File: src/rtl/alu_arbiter_pkg.sv
// Shared definitions for the two-port ALU arbiter: default widths,
// opcode values and the control FSM state encoding.
package alu_arbiter_pkg;

  localparam int DATA_WIDTH_DEF = 32;
  localparam int OP_WIDTH_DEF   = 4;

  // Opcodes, compared against the zero-extended opcode field
  localparam logic [31:0] OP_ADD = 32'd0;
  localparam logic [31:0] OP_SUB = 32'd1;
  localparam logic [31:0] OP_AND = 32'd2;
  localparam logic [31:0] OP_OR  = 32'd3;
  localparam logic [31:0] OP_XOR = 32'd4;
  localparam logic [31:0] OP_SLL = 32'd5;
  localparam logic [31:0] OP_SRL = 32'd6;
  localparam logic [31:0] OP_LUI = 32'd7;
  localparam logic [31:0] OP_BEQ = 32'd8;
  localparam logic [31:0] OP_BNE = 32'd9;

  typedef enum logic [1:0] {
    ST_IDLE = 2'd0,
    ST_EXEC = 2'd1,
    ST_RESP = 2'd2
  } state_t;

endpackage

File: src/rtl/alu_arbiter_alu.sv
// Combinational ALU shared by both requesters. Unknown opcodes yield a
// zero result with err set.
module alu_arbiter_alu
  import alu_arbiter_pkg::*;
#(
  parameter int DATA_WIDTH = DATA_WIDTH_DEF,
  parameter int OP_WIDTH   = OP_WIDTH_DEF
) (
  input  logic        [OP_WIDTH-1:0]   op,
  input  logic signed [DATA_WIDTH-1:0] a,
  input  logic signed [DATA_WIDTH-1:0] b,
  output logic signed [DATA_WIDTH-1:0] result,
  output logic                         err
);

  localparam int SHW = $clog2(DATA_WIDTH);

  logic [31:0]           op_ext;
  logic [SHW-1:0]        shamt;
  logic [DATA_WIDTH-1:0] a_u;

  // Decode the opcode and compute the result; shifts are logical
  always_comb begin
    op_ext = 32'(op);
    shamt  = b[SHW-1:0];
    a_u    = a;
    result = '0;
    err    = 1'b0;
    case (op_ext)
      OP_ADD:  result = a + b;
      OP_SUB:  result = a - b;
      OP_AND:  result = a & b;
      OP_OR:   result = a | b;
      OP_XOR:  result = a ^ b;
      OP_SLL:  result = a << shamt;
      OP_SRL:  result = $signed(a_u >> shamt);
      OP_LUI:  result = b << 12;
      OP_BEQ:  result = {{(DATA_WIDTH-1){1'b0}}, (a != b)};
      OP_BNE:  result = {{(DATA_WIDTH-1){1'b0}}, (a == b)};
      default: err    = 1'b1;
    endcase
  end

endmodule

File: src/rtl/alu_arbiter.sv
// Two-port front end for a single shared ALU. One request is accepted in
// IDLE (round-robin when both ports ask), operands are latched, the result
// is registered at the end of EXEC and held in RESP until the granted port
// takes it.
module alu_arbiter
  import alu_arbiter_pkg::*;
#(
  parameter int DATA_WIDTH = DATA_WIDTH_DEF,
  parameter int OP_WIDTH   = OP_WIDTH_DEF
) (
  input  logic                         clk,
  input  logic                         reset,
  input  logic                         p0_valid_i,
  input  logic        [OP_WIDTH-1:0]   p0_op_i,
  input  logic signed [DATA_WIDTH-1:0] p0_a_i,
  input  logic signed [DATA_WIDTH-1:0] p0_b_i,
  output logic                         p0_ready_o,
  output logic                         p0_resp_valid_o,
  input  logic                         p0_resp_ready_i,
  input  logic                         p1_valid_i,
  input  logic        [OP_WIDTH-1:0]   p1_op_i,
  input  logic signed [DATA_WIDTH-1:0] p1_a_i,
  input  logic signed [DATA_WIDTH-1:0] p1_b_i,
  output logic                         p1_ready_o,
  output logic                         p1_resp_valid_o,
  input  logic                         p1_resp_ready_i,
  output logic signed [DATA_WIDTH-1:0] result_o,
  output logic                         zero_o,
  output logic                         err_o
);

  state_t                      state;
  logic                        ptr;
  logic                        gnt;
  logic                        sel;
  logic                        accept;
  logic                        resp_done;
  logic        [OP_WIDTH-1:0]  op_q;
  logic signed [DATA_WIDTH-1:0] a_q;
  logic signed [DATA_WIDTH-1:0] b_q;
  logic signed [DATA_WIDTH-1:0] alu_result;
  logic                        alu_err;

  // Pick the port to grant: the pointer only matters when both ask
  always_comb begin
    sel       = (p0_valid_i & p1_valid_i) ? ptr : p1_valid_i;
    accept    = (state == ST_IDLE) & (p0_valid_i | p1_valid_i);
    resp_done = (state == ST_RESP) & (gnt ? p1_resp_ready_i : p0_resp_ready_i);
  end

  assign p0_ready_o      = accept & ~sel;
  assign p1_ready_o      = accept & sel;
  assign p0_resp_valid_o = (state == ST_RESP) & ~gnt;
  assign p1_resp_valid_o = (state == ST_RESP) & gnt;

  // Capture the granted port's operands; the ALU only ever sees these
  always_ff @(posedge clk) begin
    if (accept) begin
      op_q <= sel ? p1_op_i : p0_op_i;
      a_q  <= sel ? p1_a_i  : p0_a_i;
      b_q  <= sel ? p1_b_i  : p0_b_i;
    end
  end

  alu_arbiter_alu #(
    .DATA_WIDTH (DATA_WIDTH),
    .OP_WIDTH   (OP_WIDTH)
  ) u_alu (
    .op     (op_q),
    .a      (a_q),
    .b      (b_q),
    .result (alu_result),
    .err    (alu_err)
  );

  // Control FSM with registered result/flags; reset drops any in-flight op
  always_ff @(posedge clk or negedge reset) begin
    if (!reset) begin
      state    <= ST_IDLE;
      ptr      <= 1'b0;
      gnt      <= 1'b0;
      result_o <= '0;
      zero_o   <= 1'b0;
      err_o    <= 1'b0;
    end else begin
      case (state)
        ST_IDLE: begin
          if (accept) begin
            gnt   <= sel;
            state <= ST_EXEC;
          end
        end
        ST_EXEC: begin
          result_o <= alu_result;
          zero_o   <= (alu_result == '0);
          err_o    <= alu_err;
          state    <= ST_RESP;
        end
        ST_RESP: begin
          if (resp_done) begin
            ptr   <= ~gnt;
            state <= ST_IDLE;
          end
        end
        default: state <= ST_IDLE;
      endcase
    end
  end

endmodule

File: config.mk
export PLATFORM = sky130hd
export DESIGN_NAME = alu_arbiter
export DESIGN_NICKNAME = d
export VERILOG_FILES = /design/src/rtl/alu_arbiter_pkg.sv /design/src/rtl/alu_arbiter_alu.sv /design/src/rtl/alu_arbiter.sv
export SDC_FILE = /design/constraint.sdc
export NUM_CORES = 1
export LEC_CHECK = 0
export ABC_CLOCK_PERIOD_IN_PS = 12300
export BUFFER_PORTS_ARGS = -buffer_cell sky130_fd_sc_hd__buf_2
export CAP_MARGIN = 15
export CORE_MARGIN = 2
export CORE_UTILIZATION = 45
export CTS_CLUSTER_DIAMETER = 150
export DETAILED_ROUTE_END_ITERATION = 7
export SYNTH_ARGS = -nofsm -noshare
export SYNTH_HDL_FRONTEND = slang
export SYNTH_SLANG_ARGS = --single-unit
File: constraint.sdc
create_clock -name clk -period 12.3 [get_ports clk]
set_clock_uncertainty 0.05 [all_clocks]
set_input_delay 1.23 -clock clk [delete_from_list [all_inputs] [get_ports clk]]
set_output_delay 1.23 -clock clk [all_outputs]
set_load 0.03 [all_outputs]
Yosys cells after proc, flatten, opt, wreduce, memory -nomap -nowiden
Index checks and enable logic that the tools add are counted.

word-level totals
  memory bits (writable) = 0
  output and inout bits = 38
  memories kept = 0
  ROM bits = 0
  bits in registers = 106
  bits in latches = 0
  input bits = 142
  word-level logic and storage cells = 58

cells by class
  magnitude comparators = 0
  divide/modulo/power cells = 0
  eq/ne operators = 15
  multiply operators = 0
  muxes and demuxes = 10
  shift-type cells = 2
  add/sub/neg operators = 2
  reduce and logical (&&, ||, !) cells = 7
  bitwise logic cells = 13

operator list
  operator            number
  $pmux 32 s10        1
  $mux 32             2
  $add 32x32->32      1
  $and 32x32->32      1
  $eq 32x32->1        1
  $logic_not 32->1    1
  $ne 32x32->1        1
  $or 32x32->32       1
  $shl 32x5->32       1
  $shr 32x5->32       1
  $sub 32x32->32      1
  $xor 32x32->32      1
  $eq 4x3->1 const B  4
  $reduce_or 10->1    1
  $eq 4x2->1 const B  2
  $eq 4x4->1 const B  2
  $and 1x1->1         7
  $pmux 2 s3          1
  $reduce_and 2->1    3
  $eq 4x1->1 const B  1
  $logic_not 4->1     1
  $mux 2              2
  $mux 4              1
  $ne 2x2->1 const B  2
  other kinds (6)     9

Depth between registers and ports, before layout
Gate-level depths: netlist (run 1).

  depth after elaboration = 4
  mapped depth = 18
  mapped depth without buffers = 15

By module
A second synthesis (run 1) with hierarchy kept.

second synthesis, totals
  cell total of the unflattened synthesis = 1,484
  area, all modules = 12,523.3 µm²

modules (own cells, without submodules)
  module           cells each  instances  sequential area each (µm²)  area an instance (µm²)
  alu_arbiter_alu  1,233       1          0.0                         8,084.0
  alu_arbiter      251         1          2,992.9                     4,439.3

Least setup slack after synthesis (run 1)
No wires, ideal clock.

  path type = input-to-output
  from = input p0_valid_i
  to = output p0_ready_o
  setup slack = 4.367 ns
  buffers on the path = 0
  arrival = 6.653 ns
  stages = 3
  cell sequence = nor2_1 -> nor3_1 -> and2_1

RTL lines
  element           RTL line           source
  from (decl)       alu_arbiter.sv:13  input logic p0_valid_i,
  $or 1x1->1        alu_arbiter.sv:47  accept = (state == ST_IDLE) & (p0_valid_i | p1_valid_i);
  $and 1x1->1       alu_arbiter.sv:47
  named net accept  alu_arbiter.sv:36  logic accept;
  $and 1x1->1       alu_arbiter.sv:51  assign p0_ready_o = accept & ~sel;
  to (decl)         alu_arbiter.sv:17  output logic p0_ready_o,

The timed path passes the listed nets, and every way through them passes these cells.

Worst setup path after layout (run 1)
  from = register b_q[0]
  to = register zero_o

on the way
  word-level cells in the longest chain between the ends = 3

RTL lines
  element                                 RTL line               source
  from (decl)                             alu_arbiter.sv:40      logic signed [DATA_WIDTH-1:0] b_q;
  from (signal assigned)                  alu_arbiter.sv:61      b_q <= sel ? p1_b_i : p0_b_i;
  $sub 32x32->32 (tied with other cells)  alu_arbiter_alu.sv:31  OP_SUB: result = a - b;
  $pmux 32 s10 (*)                        alu_arbiter_alu.sv:29  case (op_ext)
  $logic_not 32->1 (*)                    alu_arbiter.sv:95      zero_o <= (alu_result == '0);
  to (signal assigned)                    alu_arbiter.sv:95
  to (decl)                               alu_arbiter.sv:28      output logic zero_o,

Every way passes the cells marked *; elsewhere a longest branch is shown, timed or not.
A chain may end at the register's enable or synchronous reset.

==> impl_results.md, run 1 <==
* Syn_area_per_cell at about 8.5 um2
* CTS tree: built
* Die Height at 179 um
* Post-synthesis adder-cell area fraction at 0.0955
* Routed Antenna Nets at 0
* Die Wd at 179 um
* Post-synth top flop: edfxtp_1
* Number of port buffers at 179
* Root Buffer: clkbuf_16
* Reg2reg path depth at 12
* Vias in the first global route at 13598
* Setup Fix Bufs, Post-CTS at 0
* Headroom to the max-slew limit at 0.288
* CP Launch Point: b_q[0]
* Syn nets at approximately 1900
* Final TNS setup at 0 ps
* Sequential element share of the synthesized area at 0.217
* Cells after Synth at 1628
* Largest family of logic cells by synthesized area: compound AO/OA/AOI/OAI gates
* Simple-Gate Fraction of Synth Area at 0.170
* Multi-input gate area at 0.00987 mm2
* FMAX at 167 MHz
* Number of synthesized register bits at 106
* Pwr per Cell Area at about 260 mW/mm2
* Leading area contributor after synthesis: edfxtp_1
* Sequential cell area at 0.00299 mm2
* Slowest cell on crit path: buf_4
* Data arrival time of the critical path at between 6000 and 7000 ps
* Setup crit end kind: flip-flop
* Initial antenna violation count at 0
* Crit-path cells: buf_4 -> mux2_1 -> mux2i_1 -> o2bb2ai_1 -> nor3_1 -> or4_1 -> or4_1 -> or4_1 -> or4_1 -> nor3_1 -> nand4_1 -> o41ai_2
* Cell family with most CP delay: simple AND/OR/NAND/NOR gates
* RSZ-0062 raised after global routing: no
* Crit path max fanout at 66
* Buf+Inv Stages, Crit Path at 1
* Core area at 0.0303 mm2
* CP dominant cell by count: or4_1
* Largest net degree at the start of global routing at 76
* Drt wl/cell at 29.4 um
* Critical path depth at 12
* Reg-to-reg slack, setup at 6330 ps
* Via count at 14863
* DP Area at 0.0149 mm2
* CP Class: flip-flop to flip-flop
* IO Pins at 180
* Post-synth top area share at 0.148
* Asr flop ratio synth at 0.358
* Final setup violation count at 0
* Commonest non-fill, non-tap cells in the layout: buf_2, nor2_1, nand2_1
* Num rows at 64
* GPL Wtd Cong at approximately 1.1
* Clock insertion delay at the later pin of the skew report at around 410 ps
* Final WL at between 60000 and 70000 um
* Drt drc at 0
* RR Endpoint: zero_o
* PostCTS Resize Cnt at 0
* Die area at 0.0320 mm2
* Hold Vio Cnt, Final at 0
* Clk slew on worst S/H paths at 70 ps
* Reg2reg start: b_q[0]
* Synth Area in Compound Gates at 0.263
* Min-delay worst type: flip-flop to flip-flop
* Final instance area at 0.0152 mm2
* Ant diodes at 0
* Maximum vdd drop at 0.141 mV
* P&R area growth vs syn at 10.0%
* Synth Warn # at 0
* CP required at between 10000 and 15000 ps
* Main area contributors after synthesis: edfxtp_1, ha_1, mux2_2
* Critical path startpoint category: flip-flop
* Wire length of the first global-routing pass at 91400 um
* Count of different cell masters after synthesis at 93
* Outcome: finished, final reports clean
* H-tree Lvls at 3
* Routed vias/inst at 6.97
* Most common cell after layout, fill and taps aside: buf_2
* Crit share post-route at 0.486
* All-Layer GR Usage at 0.393
* Leakage at 6.29 nW
* Crit-path max cell delay at 900 ps
* Max cap viols at 0
* Xor/xnor share of the synthesized area at 0.00572
* TritonCTS Buffers at 9
* Layout cells sized above 1 at 0.228
* Post-DP HPWL at 48600 um
* CTS sink count at 106
* Grt ovf at 0
* Deepest clock path buffer count at 2
* Final nets at 1976
* Post-synth EDFFs at 68
* CTS Hold Buffers Added at 0
* Worst slew pin tran at 1060 ps
* Post-Synthesis Cell Area at around 0.014 mm2
* 1st-iter DRT viols at about 2200
* FILL cells at 2968
* Initial DRT Pass Iterations at 7
* Starting density of the core at 0.454
* Slew Viols, Final at 0
* Multiplexer area fraction after synthesis at 0.178
* Min Tclk post-route at 5970 ps
* Worst Setup EP: zero_o
[cells in the mapped netlist (21+ instances only)]
cell type / number
edfxtp_1: 68
o22ai_1: 26
a22oi_1: 27
nand3_1: 30
mux2i_1: 40
inv_1: 102
a31oi_1: 21
a21oi_1: 122
clkbuf_1: 80
nand2_1: 124
mux4_2: 37
a211oi_1: 27
ha_1: 102
mux2_2: 93
o21ai_0: 95
o211ai_1: 25
dfrtp_1: 38
nor3_1: 30
nor2_1: 136
[report_power, final]
group | internal [mW] | switching, mW | leakage, nW
Combinational | 0.992 | 1.96 | 5.02
Clock | 0.143 | 0.165 | 0.139
Sequential | 0.543 | 0.209 | 1.13
Total | 1.68 | 2.33 | 6.29
[worst min-delay path by stage]
| stage | startpoint | end | slack (ps) | depth (start not counted) |
|---|---|---|---|---|
| global route | result_o[26] | result_o[26] | 460 | 2 |
| detailed placement | result_o[30] | result_o[30] | 420 | 1 |
| floorplan | ptr | ptr | 420 | 2 |
| CTS | result_o[17] | result_o[17] | 440 | 2 |
| finish | result_o[18] | result_o[18] | 430 | 2 |
| global placement | result_o[12] | result_o[12] | 410 | 2 |
[metrics by stage]
stage	hold WS, ps	total power [mW]	util	std cells	setup slack (ps)
floorplan	420	2.64	-	1628	4370
CTS	436	3.90	0.500	2131	6440
finish	427	4.01	0.500	2131	6330
global placement	408	3.58	0.490	2115	6490
global route	458	4.21	0.500	2131	6090
detailed placement	418	3.58	0.490	2115	6460
[layout make-up]
type / instances / area share
inverter: 103 / 0.0255
multi-input combinational: 1301 / 0.651
clock buffer: 9 / 0.0148
timing repair buffer: 209 / 0.0739
tap: 396 / 0.0327
sequential: 106 / 0.197
clock inverter: 7 / 0.00470
[kinds of logic after synthesis]
family,count (synthesis)
DFF,106
adders and majority gates,104
buffers and inverters,221
xor gates and xnor gates,9
and+or+nand+nor,476
AOI/OAI and AO/OA,532
muxes,180
[sequential cells by signal, summed over array words and instances, names as in the netlist]
register / cells
a_q: 32
b_q: 32
err_o: 1
gnt: 1
op_q: 4
ptr: 1
result_o: 32
state: 2
zero_o: 1
[metal layers]
layer / track usage / vias up / wire length, um
li1: - / 6414 / -
met1: 0.554 / 7230 / 26400
met2: 0.577 / 1046 / 26500
met3: 0.0787 / 173 / 6960
met4: 0.173 / 0 / 2860
met5: 0 / - / 0
[worst register-to-register path: stages (launching register included)]
cell and delay [ps]:
edfxtp_1 880, buf_4 900, mux2_1 480, mux2i_1 340, o2bb2ai_1 190, nor3_1 120
or4_1 580, or4_1 520, or4_1 550, or4_1 610, nor3_1 230, nand4_1 140
o41ai_2 280
(Power assumes the default switching activity.)
==> inputs of run 2 (changes only) <==
--- a/config.mk
+++ b/config.mk
@@ -5,7 +5,7 @@
 export SDC_FILE = /design/constraint.sdc
 export NUM_CORES = 1
 export LEC_CHECK = 0
-export ABC_CLOCK_PERIOD_IN_PS = 12300
+export ABC_CLOCK_PERIOD_IN_PS = 5930
 export BUFFER_PORTS_ARGS = -buffer_cell sky130_fd_sc_hd__buf_2
 export CAP_MARGIN = 15
 export CORE_MARGIN = 2
==> constraint.sdc (replaced) <==
create_clock -name clk -period 5.93 [get_ports clk]
set_clock_uncertainty 0.05 [all_clocks]
set_input_delay 0.593 -clock clk [delete_from_list [all_inputs] [get_ports clk]]
set_output_delay 0.593 -clock clk [all_outputs]
set_load 0.03 [all_outputs]
==> run 2 against run 1 <==
Utilization increased by 1.7 points. Clock power rose by 110%. Final cell count rose by 3.0%. Via count is 1.4% higher. Largest cell class unchanged.
==> impl_results.md, run 2 (synthesized netlist as in run 1, its figures left out) <==
* Outcome: finished, final reports clean
* Setup Fix Bufs, Post-CTS at 0
* CP required at 6180 ps
* Commonest non-fill, non-tap cells in the layout: buf_2, nor2_1, nand2_1
* Final WL at 64100 um
* Slew Viols, Final at 0
* Drt wl/cell at 29.2 um
* WHS at 234 ps
* IO Pins at 180
* Crit share post-route at 0.923
* Data arrival time of the critical path at 5720 ps
* Largest net degree at the start of global routing at 84
* Placement Setup Slack at 554 ps
* Largest registers: a_q (32), b_q (32), result_o (32)
* Worst slew pin tran at 1300 ps
* Leakage at 6.61 nW
* Ant diodes at 0
* Initial antenna violation count at 0
* Die Height at 179 um
* 1st-iter DRT viols at around 2500
* Clk slew on worst S/H paths at around 90 ps
* Min-delay worst type: input pin to asynchronous set/reset pin
* Starting density of the core at 0.454
* Layout cells sized above 1 at 0.255
* All-Layer GR Usage at 0.398
* Root Buffer: clkbuf_16
* CTS tree: built
* Routed vias/inst at 6.87
* Drt drc at 0
* Die Wd at 179 um
* Via count at 15077
* Final TNS setup at 0 ps
* Setup crit end kind: flip-flop
* Routed Antenna Nets at 0
* Final nets at 2040
* GPL Wtd Cong at between 1 and 1.5
* RSZ-0062 raised after global routing: no
* Num rows at 64
* TritonCTS Buffers at 9
* Number of port buffers at 179
* Critical path startpoint category: flip-flop
* P&R area growth vs syn at 13.7%
* Worst setup margin at 457 ps
* Headroom to the max-slew limit at 0.134
* Final setup violation count at 0
* Initial DRT Pass Iterations at 6
* CP Class: flip-flop to flip-flop
* Max cap viols at 0
* H-tree Lvls at 3
* Crit path max fanout at 4
* Core area at 0.0303 mm2
* Clock insertion delay at the later pin of the skew report at ~400 ps
* FMAX at 183 MHz
* Hold Vio Cnt, Final at 0
* Most common cell after layout, fill and taps aside: buf_2
* Post-DP HPWL at 50300 um
* Min Tclk post-route at 5470 ps
* CTS sink count at about 110
* CTS Hold Buffers Added at 0
* Pwr per Cell Area at 549 mW/mm2
* Grt ovf at 0
* Maximum vdd drop at ~0.28 mV
* Deepest clock path buffer count at 2
* PostCTS Resize Cnt at 0
* Die area at around 0.032 mm2
* Vias in the first global route at 13912
* Wire length of the first global-routing pass at 92600 um
==> run 2: area by class of cell <==
class	count	area (um2)
Inverter	103	387
Multi-Input combinational cell	1301	9870
Timing Repair Buffer	273	1630
Clock inverter	7	68.8
Tap cell	396	495
Fill cell	2956	14700
Sequential cell	106	2990
Clock buffer	9	225
==> run 2: final timing paths <==
check                       startpoint      endpoint  slack, ps  cells after the start
setup reg to reg               a_q[21]        zero_o        460                     13
min in group clk           result_o[5]   result_o[5]        430                      2
setup / recovery               a_q[21]        zero_o        460                     13
hold / removal                   reset   result_o[1]        230                      1
hold reg to reg            result_o[5]   result_o[5]        430                      2
max in group asynchronous        reset  result_o[25]       5060                      1
==> run 2: power by group <==
group | leakage (nW) | total (mW) | switching (mW) | internal (mW)
Clock | 0.146 | 0.639 | 0.340 | 0.299
Combinational | 5.34 | 6.53 | 4.28 | 2.25
Sequential | 1.13 | 1.43 | 0.303 | 1.13
==> run 2: stage by stage <==
| step | utilization | area (um2) | std cells | total power [mW] |
|---|---|---|---|---|
| after floorplan | - | 13800 | 1628 | 5.46 |
| after global placement | 0.506 | 15400 | 2178 | 7.69 |
| after detailed placement | 0.507 | 15400 | 2179 | 7.68 |
| after CTS | 0.516 | 15700 | 2195 | 8.35 |
| after global routing | 0.516 | 15700 | 2195 | 9.01 |
| final | 0.516 | 15700 | 2195 | 8.60 |
==> run 2: worst max-delay path, stage by stage (launching register included) <==
cell and delay [ps]:
edfxtp_1 410, inv_1 170, ha_1 280, nor4_2 840, nand3_1 260, or4_1 560
a32oi_1 230, nand3_2 130, or4_1 600, or4_1 520, or4_1 540, nor3_1 310
nand4_1 180, o41ai_2 290
==> run 2: routing by layer <==
layer / vias to the layer above / track usage / part of all wire
li1: 6539 / - / -
met1: 7255 / 0.547 / 0.41
met2: 1078 / 0.574 / 0.42
met3: 205 / 0.102 / 0.12
met4: 0 / 0.202 / 0.056
met5: - / 0 / 0
